==> src/rtl/mux_scan_ctrl.sv <==
// Round-robin select sequencer for a downstream 4:1 mux: walks the enabled
// channels, holds each select for DWELL_CYCLES, and captures the mux output.
module mux_scan_ctrl #(
  parameter int DWELL_CYCLES = 4,
  parameter int CNT_W        = 8
) (
  input  logic       clk_i,
  input  logic       rst_n_i,
  input  logic       start_i,
  input  logic       continuous_i,
  input  logic [3:0] chan_en_i,
  input  logic       mux_data_i,
  output logic       sel0_o,
  output logic       sel1_o,
  output logic [3:0] sample_o,
  output logic       busy_o,
  output logic       done_o
);

  typedef enum logic {
    IDLE  = 1'b0,
    DWELL = 1'b1
  } state_t;

  localparam logic [CNT_W-1:0] LAST_CNT = CNT_W'(DWELL_CYCLES - 1);

  state_t           state_reg;
  logic [1:0]       sel_reg;
  logic [CNT_W-1:0] cnt_reg;
  logic [3:0]       mask_reg;
  logic [3:0]       sample_reg;
  logic             busy_reg;
  logic             done_reg;

  logic [3:0]       above_mask;
  logic [1:0]       next_idx;
  logic [1:0]       first_idx;
  logic             has_next;

  function automatic logic [1:0] lowest_set(input logic [3:0] m);
    lowest_set = 2'd0;
    for (int i = 3; i >= 0; i--) begin
      if (m[i]) lowest_set = 2'(i);
    end
  endfunction

  // Enabled channels strictly above the current select; the lowest of these is next.
  genvar gi;
  generate
    for (gi = 0; gi < 4; gi++) begin : g_above
      assign above_mask[gi] = mask_reg[gi] && (2'(gi) > sel_reg);
    end
  endgenerate

  assign has_next  = |above_mask;
  assign next_idx  = lowest_set(above_mask);
  assign first_idx = lowest_set(chan_en_i);

  always_ff @(posedge clk_i) begin
    if (!rst_n_i) begin
      state_reg  <= IDLE;
      sel_reg    <= 2'd0;
      cnt_reg    <= '0;
      mask_reg   <= 4'd0;
      sample_reg <= 4'd0;
      busy_reg   <= 1'b0;
      done_reg   <= 1'b0;
    end else begin
      done_reg <= 1'b0;
      case (state_reg)
        IDLE: begin
          if (start_i && (|chan_en_i)) begin
            mask_reg  <= chan_en_i;
            sel_reg   <= first_idx;
            cnt_reg   <= '0;
            busy_reg  <= 1'b1;
            state_reg <= DWELL;
          end
        end
        DWELL: begin
          if (cnt_reg == LAST_CNT) begin
            sample_reg[sel_reg] <= mux_data_i;
            cnt_reg             <= '0;
            if (has_next) begin
              sel_reg <= next_idx;
            end else begin
              done_reg <= 1'b1;
              // End of scan: a continuous wrap re-reads the live mask; sel is
              // left untouched when the scan stops.
              if (continuous_i) begin
                mask_reg <= chan_en_i;
              end
              if (continuous_i && (|chan_en_i)) begin
                sel_reg <= first_idx;
              end else begin
                busy_reg  <= 1'b0;
                state_reg <= IDLE;
              end
            end
          end else begin
            cnt_reg <= cnt_reg + 1'b1;
          end
        end
      endcase
    end
  end

  assign sel0_o   = sel_reg[0];
  assign sel1_o   = sel_reg[1];
  assign sample_o = sample_reg;
  assign busy_o   = busy_reg;
  assign done_o   = done_reg;

endmodule

==> config.mk <==
export PLATFORM = sky130hd
export DESIGN_NAME = mux_scan_ctrl
export DESIGN_NICKNAME = d
export VERILOG_FILES = /design/src/rtl/mux_scan_ctrl.sv
export SDC_FILE = /design/constraint.sdc
export NUM_CORES = 1
export LEC_CHECK = 0
export CAP_MARGIN = 10
export CORE_MARGIN = 4
export CORE_UTILIZATION = 49
export DETAILED_ROUTE_END_ITERATION = 12
export GPL_ROUTABILITY_DRIVEN = 0
export PLACE_DENSITY = 0.74
export SLEW_MARGIN = 0
export SYNTH_ARGS = -nofsm -noshare
export SYNTH_HDL_FRONTEND = slang
export SYNTH_SLANG_ARGS = --single-unit
==> constraint.sdc <==
create_clock -name clk_i -period 2.8 [get_ports clk_i]
set_clock_uncertainty 0.15 [all_clocks]
set_input_delay 0.7 -clock clk_i [delete_from_list [all_inputs] [get_ports clk_i]]
set_output_delay 0.7 -clock clk_i [all_outputs]
set_load 0.01 [all_outputs]
==> reports/metrics.yaml <==
outcome: "complete, no violations"
path_cells: "clkdlybuf4s50_1 -> or4_4 -> a21oi_1 -> a311o_2 -> mux2i_1"
finalSetupViolations: 0
overflow: 0
vdd_drop_max_v: 0.000340
cts.htree.levels: 1
grt_pass1_wl_um: 3750
ys_seq_elements: 20
cts_resized: 0
p_leak_nw: 0.553
synth_cell_types: 42
antenna_cells: 0
clk_path_buf_depth: 2
drt-pass1-iter-count: 4
fin_cells: 161
path_clk_slew_ns: 0.11
finalPower_uw: 636
synth_area_um2: 1090
drc: 0
hold_path_depth: 2
drv_cap: 0
clockRootBuffer: "clkbuf_4"
cp_data_arrival_time_ns: 2.41
areaGrowthSynthToFinish_pct: 23.0
final_common_cell: "dfxtp_1"
core_um2: 2040
setup_tns_ns: 0
vias: 940
start_kind: "primary input"
crit_type: "in2reg"
critical-path-slowest-cell: "or4_4"
design.die.area_um2: 3040
initial_core_util_pct: 53.2
wl_um: 2300
crit_family: "simple AND/OR/NAND/NOR gates"
async_flop_share_pct: 0
dp.cells: 157
n_fill_cell: 169
wl_per_cell_um: 14.3
worstPathRequired_ns: 2.89
die_h_um: 55.1
synth_edf_count: 0
rsz0062_at_grt: "false"
power_density_nw_per_um2: 475
synth_seq_area_share_pct: 36.8
final_util_pct: 65.5
period_share_pct: 83.0
reg2reg_depth: 5
clock_latency_ns: 0.30
clock-sinks: 20
synth.net_count: 125
antenna_found_initial: 0
hp-class: "reg2reg"
rr_endpoint: "busy_o$_SDFFE_PN0P_"
path_max_fanout: 4
end_kind: "register"
ys.flop_type: "dfxtp_1"
min-delay-start: "sample_o[3]$_SDFFE_PN0P_"
drive_gt1_share_pct: 14.2
grt_use_total_pct: 17.3
detail-route-antenna-nets: 0
syn_inst: 115
hold_violations: 0
min_to: "sample_o[3]$_SDFFE_PN0P_"
largest_register_ffs: 8
worst_pin_slew_ns: 0.373
first_iter_violations: 30
grt_pass1_vias: 839
r2r_start: "cnt_reg[0]$_SDFFE_PN0P_"
pre_cts_slack_ns: 0.185
layout_setup_ws_ns: 0.477
maxSlewViolCount: 0
cts_tree: "built"
numPortBuffers: 16
critPathBufInv: 1
fin_nets: 145
hpwl_um: 1700
max-slew-margin-rel_pct: 75.0
avgSynthCellArea_um2: 9.45
io_pins: 17
dieWidth_um: 55.1
fmax_ghz: 0.431
rows: 16
viasPerCell: 5.84
grt_max_degree: 21
numCtsBuffers: 3
final_cell_mix: "dfxtp_1 (20), clkdlybuf4s50_1 (16), nand2_1 (15)"
rrSetupSlack_ns: 0.81
hold_buffers: 0
cts_setup_buffers: 0
slowest_delay_ns: 0.58
ys_warn_count: 0
post-route-min-period_ns: 2.32
[report_power, final]
group          total (mW)  internal (mW)  switching, mW
registers           0.305          0.294         0.0111
logic              0.0954         0.0481         0.0472
clock network       0.236          0.145         0.0909
[final cells by class]
class	count	area, um2	share of cell area [%]
inverters	3	11.3	0.842
well taps	27	33.8	2.53
multi-input cells	89	664	49.7
clock buffers	3	22.5	1.68
flip-flops and latches	20	400	29.9
repair buffers	18	175	13.1
clock inverters	1	30.0	2.25
[tightest hold or removal path, stage by stage (launching register included)]
cell and delay, ns:
dfxtp_1 0.33, nand2_1 0.05, mux2i_1 0.06
[worst max path at each step]
stage	startpoint	depth (start not counted)	end	slack (ns)
after floorplan	chan_en_i[3]	4	busy_o$_SDFFE_PN0P_	0.73
after global placement	chan_en_i[3]	5	mask_reg[2]$_SDFFE_PN0P_	0.22
after detailed placement	chan_en_i[3]	5	mask_reg[1]$_SDFFE_PN0P_	0.19
after CTS	chan_en_i[3]	5	sel_reg[0]$_SDFFE_PN0P_	0.50
after global routing	chan_en_i[3]	5	sel_reg[0]$_SDFFE_PN0P_	0.42
final	chan_en_i[3]	5	sel_reg[0]$_SDFFE_PN0P_	0.48
[per-stage QoR]
stage	area (um2)	hold WS [ns]
finish	1340	0.326
global route	1340	0.366
CTS	1340	0.332
detailed placement	1280	0.312
global placement	1280	0.301
floorplan	1090	0.292
[cell usage after synthesis (2+ instances only)]
| cell | count | share of area [%] |
|---|---|---|
| clkbuf_1 | 3 | 1.0 |
| dfxtp_1 | 20 | 37 |
| inv_1 | 3 | 1.0 |
| nor2_1 | 8 | 2.8 |
| a21o_1 | 2 | 1.4 |
| and2_1 | 2 | 1.2 |
| nand2_1 | 15 | 5.2 |
| a31o_2 | 3 | 2.4 |
| a21oi_1 | 3 | 1.4 |
| o211ai_1 | 3 | 2.1 |
| nand3b_1 | 2 | 1.4 |
| mux2i_1 | 10 | 9.2 |
| o211a_1 | 2 | 1.8 |
| nand3_1 | 2 | 0.92 |
| nor2b_1 | 2 | 1.2 |
| o21ai_0 | 2 | 0.92 |
| nor3_1 | 2 | 0.92 |
| nand4_1 | 4 | 2.3 |
| and3_1 | 4 | 2.3 |
[cell families (layout without fill, tap and decap cells)]
kind of cell,after synthesis,in the layout,share of synthesized area (%)
fa+ha+maj,1,1,1.15
simple gates,51,51,27.7
buf+inv,6,25,2.07
compound gates,27,27,23.0
mux,10,10,9.21
flops,20,20,36.8
[metal layers]
metal / track usage [%] / vias up / part of all wire [%]
met4: 8.10 / 0 / 0.57
met5: 0 / - / 0
li1: - / 476 / -
met3: 2.68 / 2 / 3.7
met1: 23.2 / 449 / 50
met2: 27.2 / 13 / 45
Note: power is estimated with default switching activity, not from simulation.
